--- src/rtl/uart_rx_fifo.sv ---
// Receive-side byte FIFO with first-word-fall-through head, sticky overflow,
// character timeout and a combined interrupt for the UART user project.
module uart_rx_fifo #(
    parameter int DEPTH        = 16,
    parameter int AW           = 4,
    parameter int TIMEOUT_BITS = 40
) (
    input  logic          clk,
    input  logic          rst_n,
    input  logic [31:0]   clk_div,
    input  logic [7:0]    i_rx_data,
    input  logic          i_rx_done,
    input  logic          i_frame_err,
    input  logic          i_rd_en,
    input  logic          i_flush,
    input  logic          i_ovf_clr,
    input  logic          i_irq_en,
    input  logic [AW:0]   i_thresh,
    output logic [7:0]    o_rd_data,
    output logic          o_rd_ferr,
    output logic          o_empty,
    output logic          o_full,
    output logic [AW:0]   o_level,
    output logic          o_overflow,
    output logic          o_timeout,
    output logic          o_irq
);

    localparam logic [AW:0] LVL_FULL = DEPTH[AW:0];
    localparam logic [5:0]  TO_MAX   = TIMEOUT_BITS[5:0];

    logic [8:0]    mem_r [DEPTH];
    logic [AW-1:0] wr_ptr_r;
    logic [AW-1:0] rd_ptr_r;
    logic [AW:0]   level_r;
    logic          overflow_r;
    logic          timeout_r;
    logic [31:0]   bit_cyc_r;
    logic [5:0]    bit_cnt_r;

    logic          empty_s;
    logic          full_s;
    logic          push_s;
    logic          pop_s;
    logic          ovf_set_s;
    logic [8:0]    head_s;
    logic [31:0]   div_last_s;
    logic [31:0]   bit_cyc_nxt_s;
    logic [5:0]    bit_cnt_nxt_s;

    assign empty_s    = (level_r == '0);
    assign full_s     = (level_r == LVL_FULL);
    // A pop on a full FIFO frees the slot the simultaneous push lands in.
    assign pop_s      = i_rd_en & ~empty_s & ~i_flush;
    assign push_s     = i_rx_done & (~full_s | pop_s) & ~i_flush;
    assign ovf_set_s  = i_rx_done & full_s & ~pop_s & ~i_flush;
    assign head_s     = mem_r[rd_ptr_r];
    assign div_last_s = (clk_div > 32'd1) ? (clk_div - 32'd1) : 32'd0;

    // Storage write; contents are intentionally left unreset.
    always_ff @(posedge clk) begin
        if (push_s) begin
            mem_r[wr_ptr_r] <= {i_frame_err, i_rx_data};
        end
    end

    // Pointers and fill level.
    always_ff @(posedge clk or negedge rst_n) begin
        if (!rst_n) begin
            wr_ptr_r <= '0;
            rd_ptr_r <= '0;
            level_r  <= '0;
        end else if (i_flush) begin
            wr_ptr_r <= '0;
            rd_ptr_r <= '0;
            level_r  <= '0;
        end else begin
            if (push_s) wr_ptr_r <= wr_ptr_r + {{(AW-1){1'b0}}, 1'b1};
            if (pop_s)  rd_ptr_r <= rd_ptr_r + {{(AW-1){1'b0}}, 1'b1};
            if (push_s && !pop_s)      level_r <= level_r + {{AW{1'b0}}, 1'b1};
            else if (pop_s && !push_s) level_r <= level_r - {{AW{1'b0}}, 1'b1};
        end
    end

    // Sticky overflow; a new drop beats a clear in the same cycle.
    always_ff @(posedge clk or negedge rst_n) begin
        if (!rst_n)          overflow_r <= 1'b0;
        else if (ovf_set_s)  overflow_r <= 1'b1;
        else if (i_ovf_clr)  overflow_r <= 1'b0;
    end

    // Idle bit-time counting toward the character timeout.
    always_comb begin
        bit_cyc_nxt_s = bit_cyc_r;
        bit_cnt_nxt_s = bit_cnt_r;
        if (empty_s || push_s || pop_s || i_flush) begin
            bit_cyc_nxt_s = 32'd0;
            bit_cnt_nxt_s = 6'd0;
        end else if (bit_cyc_r >= div_last_s) begin
            bit_cyc_nxt_s = 32'd0;
            if (bit_cnt_r != TO_MAX) bit_cnt_nxt_s = bit_cnt_r + 6'd1;
            else                     bit_cnt_nxt_s = bit_cnt_r;
        end else begin
            bit_cyc_nxt_s = bit_cyc_r + 32'd1;
        end
    end

    // Timeout counters and registered timeout flag.
    always_ff @(posedge clk or negedge rst_n) begin
        if (!rst_n) begin
            bit_cyc_r <= 32'd0;
            bit_cnt_r <= 6'd0;
            timeout_r <= 1'b0;
        end else begin
            bit_cyc_r <= bit_cyc_nxt_s;
            bit_cnt_r <= bit_cnt_nxt_s;
            timeout_r <= (bit_cnt_nxt_s == TO_MAX);
        end
    end

    // Head presentation forces zeros when empty so stale memory never leaks out.
    always_comb begin
        if (empty_s) begin
            o_rd_data = 8'h00;
            o_rd_ferr = 1'b0;
        end else begin
            o_rd_data = head_s[7:0];
            o_rd_ferr = head_s[8];
        end
    end

    assign o_empty    = empty_s;
    assign o_full     = full_s;
    assign o_level    = level_r;
    assign o_overflow = overflow_r;
    assign o_timeout  = timeout_r;
    assign o_irq      = i_irq_en & (((i_thresh != '0) && (level_r >= i_thresh))
                                    | timeout_r | overflow_r);

endmodule

--- config.mk ---
export PLATFORM = sky130hd
export DESIGN_NAME = uart_rx_fifo
export DESIGN_NICKNAME = d
export VERILOG_FILES = /design/src/rtl/uart_rx_fifo.sv
export SDC_FILE = /design/constraint.sdc
export NUM_CORES = 1
export LEC_CHECK = 0
export ABC_AREA = 1
export BUFFER_PORTS_ARGS = -buffer_cell sky130_fd_sc_hd__buf_2
export CAP_MARGIN = 10
export CELL_PAD_IN_SITES_DETAIL_PLACEMENT = 1
export CELL_PAD_IN_SITES_GLOBAL_PLACEMENT = 2
export CORE_MARGIN = 2
export CORE_UTILIZATION = 40
export DETAILED_ROUTE_END_ITERATION = 7
export HOLD_SLACK_MARGIN = 0.06
export PLACE_DENSITY = 0.92
export REMOVE_ABC_BUFFERS = 1
export SLEW_MARGIN = 5
export SYNTH_ARGS = -nofsm -noshare
export SYNTH_HDL_FRONTEND = slang
export SYNTH_SLANG_ARGS = --single-unit
--- constraint.sdc ---
create_clock -name clk -period 2.76 [get_ports clk]
set_input_delay 0.276 -clock clk [delete_from_list [all_inputs] [get_ports clk]]
set_output_delay 0.276 -clock clk [all_outputs]
set_load 0.02 [all_outputs]
Word level (Yosys, flattened, before mapping) --
Memory sizes are Yosys's and may differ from the RTL's. Index checks and enable logic that the tools add are counted.
Word-level totals: register bits after elaboration 53, memories 1, logic and storage cells 69, memory bits (writable) 144, input port bits 53, output and inout port bits 19
Memory list:
- mem_r | words 16, bits a word 9, read ports 1, clocked after memory_dff 0, write ports 1, line 32 | logic [8:0] mem_r [DEPTH];
Operators by class: multiplexer cells 19, equality and inequality tests 3, magnitude comparators 3, bitwise operators 15, reduce and logical (&&, ||, !) cells 14, add/sub/neg operators 7
Operators with widths (number):
- two-way mux 32 bit | 3
- adder 32 x 1 -> 32 bit, second input constant | 1
- >= comparator 32 bit | 1
- > comparator 32 x 1 -> 1 bit, second input constant | 1
- subtractor 32 x 1 -> 32 bit, second input constant | 1
- two-way mux 6 bit | 3
- two-way mux 4 bit | 4
- two-way mux 5 bit | 3
- adder 4 x 1 -> 4 bit, second input constant | 2
- AND 1 bit | 8
- two-way mux 8 bit | 1
- adder 6 x 1 -> 6 bit, second input constant | 1
- equality test 6 bit, second input constant | 1
- != test 6 bit, second input constant | 1
- nonzero test 2 bit | 3
- adder 5 x 1 -> 5 bit, second input constant | 1
- equality test 5 bit, second input constant | 1
- >= comparator 5 bit | 1
- logical NOT 5 bit | 1
- two-way mux 1 bit | 5
- nonzero test 5 bit | 1
- subtractor 5 x 1 -> 5 bit, second input constant | 1
- NOT 1 bit | 4
- logical AND 1 bit | 3
- 4 further kinds | 9

Depth between registers and ports, before layout --
depth in word-level cells 12, mapped depth 26, depth with buffers taken out 25

Worst setup path after synthesis --
OpenSTA, ideal clock, no wires.
path type input -> register, start point input port clk_div[0], end point register timeout_r, in the netlist o_timeout, path slack -115 ps, stages 21, arrival time 2803 ps, data required time 2688 ps, path through inv_1 ha_1 inv_1 nor2_2 nand2_2 nor4_4 nand2_1 nor2_1 or2_2 nand3_1 ha_1 nand2_1 o21ai_0 nand2_1 nand2_1 a21oi_4 nand2_1 buf_4 o21ai_0 nand3_1 nor2_1
Between the ends: word-level cells in the longest chain between the ends 6, elaborated cells between the ends (all ways) 7
RTL lines:
- from (decl) | line 10 | input logic [31:0] clk_div,
- subtractor 32 x 1 -> 32 bit or > comparator 32 x 1 -> 1 bit (tied branches) | line 58 | assign div_last_s = (clk_div > 32'd1) ? (clk_div - 32'd1) : 32'd0;
- two-way mux 32 bit (*) | line 58
- >= comparator 32 bit (*) | line 99 | end else if (bit_cyc_r >= div_last_s) begin
- two-way mux 6 bit (*) | line 99
- two-way mux 6 bit (*) | line 96 | if (empty_s || push_s || pop_s || i_flush) begin
- equality test 6 bit (*) | line 117 | timeout_r <= (bit_cnt_nxt_s == TO_MAX);
- to (signal assigned) | line 117
- to (decl) | line 37 | logic timeout_r;
Mark *: on every way between the ends. The rest lies on a longest branch, timed or not. A chain may end at the register's enable or synchronous reset.

Final worst setup path --
start point input port clk_div[0], end point register timeout_r, in the netlist o_timeout
Between the ends: word-level cells in the longest chain between the ends 6, elaborated cells between the ends (all ways) 7
RTL lines:
- subtractor 32 x 1 -> 32 bit or > comparator 32 x 1 -> 1 bit (tied branches) | line 58
- two-way mux 32 bit (*) | line 58
- >= comparator 32 bit (*) | line 99
- two-way mux 6 bit (*) | line 99
- two-way mux 6 bit (*) | line 96
- via bit_cnt_nxt_s[5] | line 49 | logic [5:0] bit_cnt_nxt_s;
- equality test 6 bit (*) | line 117
Mark *: on every way through the listed nets, which the timed path passes. The rest lies on a longest branch.

==> impl_metrics.env <==
export IMPL_cts_sinks=197
export IMPL_vias=8375
export IMPL_p_switching_uw=2490
export IMPL_synth_edf_count=144
export IMPL_grt_pass1_vias=8861
export IMPL_synth_flop_cell="edfxtp_1"
export IMPL_fin_util=0.504
export IMPL_worst_path_buf_inv=5
export IMPL_grt_antenna_before_repair=0
export IMPL_worst_slew_pin_slew_ns=0.649
export IMPL_cp_start_kind="primary input"
export IMPL_max_cap_violations=0
export IMPL_crit_family="simple AND/OR/NAND/NOR gates"
export IMPL_crit_fanout=7
export IMPL_yosysSeqAreaShare=0.535
export IMPL_fmax_mhz=363
export IMPL_crit_path_cell_trace="buf_8 > inv_4 > buf_6 > nand3_4 > nor3_4 > nand3_2 > nor2_4 > inv_2 > nor2_4 > nand3_2 > xor2_1 > nand2_1 > ha_4 > a21oi_2 > o21a_1 > nand2_2 > a21oi_4 > nand2_4 > buf_6 > nand2_2 > nand2_2 > nor2_4 > nand3_2 > nor2_1"
export IMPL_cts_htree_levels=4
export IMPL_async_flop_share=0.269
export IMPL_hp_class="in -> reg"
export IMPL_synth_cell_types=57
export IMPL_finalHoldViolCount=0
export IMPL_grt_usage=0.208
export IMPL_outcome="completed"
export IMPL_viasPerCell=5.24
export IMPL_dieArea_mm2=0.0277
export IMPL_overflow=0
export IMPL_wl_per_cell_um=18.2
export IMPL_initial_utilization=0.407
export IMPL_synth_top_area_cell="edfxtp_1"
export IMPL_post_synth_top_count_cell="nand2_1"
export IMPL_synth_xor_area_frac=0.0348
export IMPL_die_y_um=167
export IMPL_core_area_mm2=0.0260
export IMPL_place_area_mm2=0.0121
export IMPL_crit_type="in -> reg"
export IMPL_hpwl_um=21300
export IMPL_slew_limit_headroom=0.567
export IMPL_min_period_ns=2.76
export IMPL_grt_pass1_wl_um=46400
export IMPL_required_ns=3.14
export IMPL_syn_inst=1069
export IMPL_setup_viol=0
export IMPL_p_sw_frac=0.323
export IMPL_clock_path_buffers=2
export IMPL_cp_data_arrival_time_ns=3.14
export IMPL_synthSimpleGateAreaFrac=0.213
export IMPL_drc=0
export IMPL_port_buffers=71
export IMPL_fin_tns_setup_ns=0
export IMPL_internal_power_uw=5220
export IMPL_synthTopCellsByArea="edfxtp_1 (41%), dfrtp_1 (13%), nand2_1 (7.1%), ha_1 (5.9%), nor2_1 (5.1%)"
export IMPL_yosys_warnings=0
export IMPL_finalCritPeriodShare=0.999
export IMPL_syn_area_mm2=0.0106
export IMPL_pwr_share_comb=0.252
export IMPL_cellPowerDensity_mw_per_mm2=588
export IMPL_nFillCells=2956
export IMPL_clkTransAtPathRegs_ns=0.08
export IMPL_rsz0062_at_grt="true"
export IMPL_drtIter0Drc=479
export IMPL_ios=72
export IMPL_grt_max_degree=74
export IMPL_critPathSlowestCell="ha_4"
export IMPL_diodes=0
export IMPL_antenna_left=0
export IMPL_leakage_uw=0.00541
export IMPL_area_growth_pct=23.8
export IMPL_synth_common_cells="nand2_1 (199), nor2_1 (145), edfxtp_1 (144), inv_1 (68)"
export IMPL_fp_dieW_um=167
export IMPL_skew_ns=0.0179
export IMPL_final_max_slew_viol_count=0
export IMPL_holdWs_ns=0.139
export IMPL_ys_seq_elements=197
export IMPL_root_buffer="clkbuf_16"
export IMPL_num_nets_final=1355
export IMPL_dp_cells=1556
export IMPL_seqPwrFrac=0.432
export IMPL_crit_path_max_incr_delay_ns=0.26
export IMPL_r2r_slack_ns=0.17
export IMPL_first_pass_iters=4
export IMPL_irDropWorstVdd_mv=0.455
export IMPL_synthMuxAreaShare=0.0180
export IMPL_numCtsBuffers=17
export IMPL_place_gp_congestion=0.855
export IMPL_rows=59
export IMPL_synth_fa_ha_area_frac=0.0611
export IMPL_postLayoutCellArea_mm2=0.0131
export IMPL_end_kind="register"
export IMPL_synth_top_family_by_area="simple AND/OR/NAND/NOR gates"
export IMPL_cts_tree="yes"
export IMPL_insertion_delay_ns=0.44
export IMPL_drt_total_wl_um=29100
export IMPL_drive_gt1_frac=0.275
export IMPL_synth_compound_area_frac=0.0973
export IMPL_fin_cells=1599
export IMPL_synth_top_area_frac=0.409
export IMPL_avgSynthCellArea_um2=9.89
export IMPL_pwr_share_clk=0.315
[power groups by stage]
stage / registers [uW] / logic (uW) / clock network, uW
3_5_place_dp: 3390 / 1900 / 0
5_1_grt: 3340 / 2140 / 2570
6_report: 3330 / 1940 / 2430
4_1_cts: 3330 / 1920 / 2470
3_3_place_gp: 3390 / 1810 / 0
2_1_floorplan: 3490 / 1020 / 0
[worst min-delay path: cells and delay by family]
family,cells,cell delay [ns]
buffers and inverters,1,0.11
AND/OR/NAND/NOR,1,0.09
AO/OA/AOI/OAI,1,0.07
[placed cells by master (no fill, tap or decap), types with 10 or more instances in the layout]
cell type | netlist | routed
nand2_1 | 199 | 188
edfxtp_1 | 144 | 144
nor2_1 | 145 | 133
buf_4 | 1 | 112
buf_2 | 11 | 68
inv_1 | 68 | 62
dfrtp_1 | 53 | 52
a21oi_1 | 53 | 48
o21ai_0 | 50 | 46
ha_1 | 50 | 45
nand3_1 | 36 | 33
xor2_1 | 32 | 32
nor3_1 | 24 | 22
mux2i_1 | 19 | 19
o22ai_1 | 18 | 18
nor2_4 | 7 | 17
clkbuf_16 | 0 | 17
nor2_2 | 14 | 16
nand2_2 | 6 | 14
inv_2 | 11 | 14
nand4_1 | 12 | 12
xnor2_1 | 10 | 10
a211oi_1 | 13 | 10
[state kept, by name, indices dropped and copies added, names as in the netlist]
register,count
o_overflow,1
bit_cnt_r,6
o_timeout,1
mem_r,144
wr_ptr_r,4
o_level,5
rd_ptr_r,4
bit_cyc_r,32
[cell type report]
type / instances / area, um2 / share of cell area
inverter: 82 / 320 / 0.0245
sequential: 197 / 5650 / 0.432
timing repair buffer: 191 / 1330 / 0.101
clock buffer: 18 / 429 / 0.0328
tap: 335 / 419 / 0.0320
multi-input combinational: 762 / 4800 / 0.367
clock inverter: 14 / 141 / 0.0108
[per-stage QoR]
stage          power, uW  setup WS [ns]
4_1_cts             7720        0.00247
5_1_grt             8050         -0.207
3_5_place_dp        5290         -0.560
6_report            7700        0.00312
3_3_place_gp        5200         -0.380
2_1_floorplan       4510         -0.818
[what timing repair did]
action | 4_1_cts | 5_1_grt
hold endpoints to repair | 22 | 0
setup buffers | 2 | 8
resized for setup | 12 | 83
endpoints found under the setup margin | 4 | 43
hold buffers | 2 | 0
pin swaps | 8 | 30
[per-layer routing]
layer	vias up	routed length [um]	GRT usage
met3	25	653	0.0242
met1	4158	12600	0.257
met2	121	15400	0.385
li1	4071	-	-
met5	-	0	0
met4	0	388	0.0517
[worst paths after layout]
check | startpoint | end | cells after the start
min in group asynchronous | rst_n | bit_cyc_r[6]$_DFF_PN0_ | 2
max | clk_div[0] | o_timeout$_DFF_PN0_ | 24
max in group asynchronous | rst_n | rd_ptr_r[0]$_DFFE_PN0P_ | 3
min reg2reg | rd_ptr_r[3]$_DFFE_PN0P_ | rd_ptr_r[3]$_DFFE_PN0P_ | 1
min | i_rd_en | rd_ptr_r[0]$_DFFE_PN0P_ | 3
max reg2reg | o_level[2]$_DFFE_PN0P_ | o_level[4]$_DFFE_PN0P_ | 14
[cell families (layout without fill, tap and decap cells)]
family	Yosys count	in the layout
flops	197	197
compound gates	171	171
simple gates	479	479
fa+ha+maj	51	51
xor+xnor	42	42
buf+inv	110	305
mux	19	19
(Power assumes the default switching activity.)
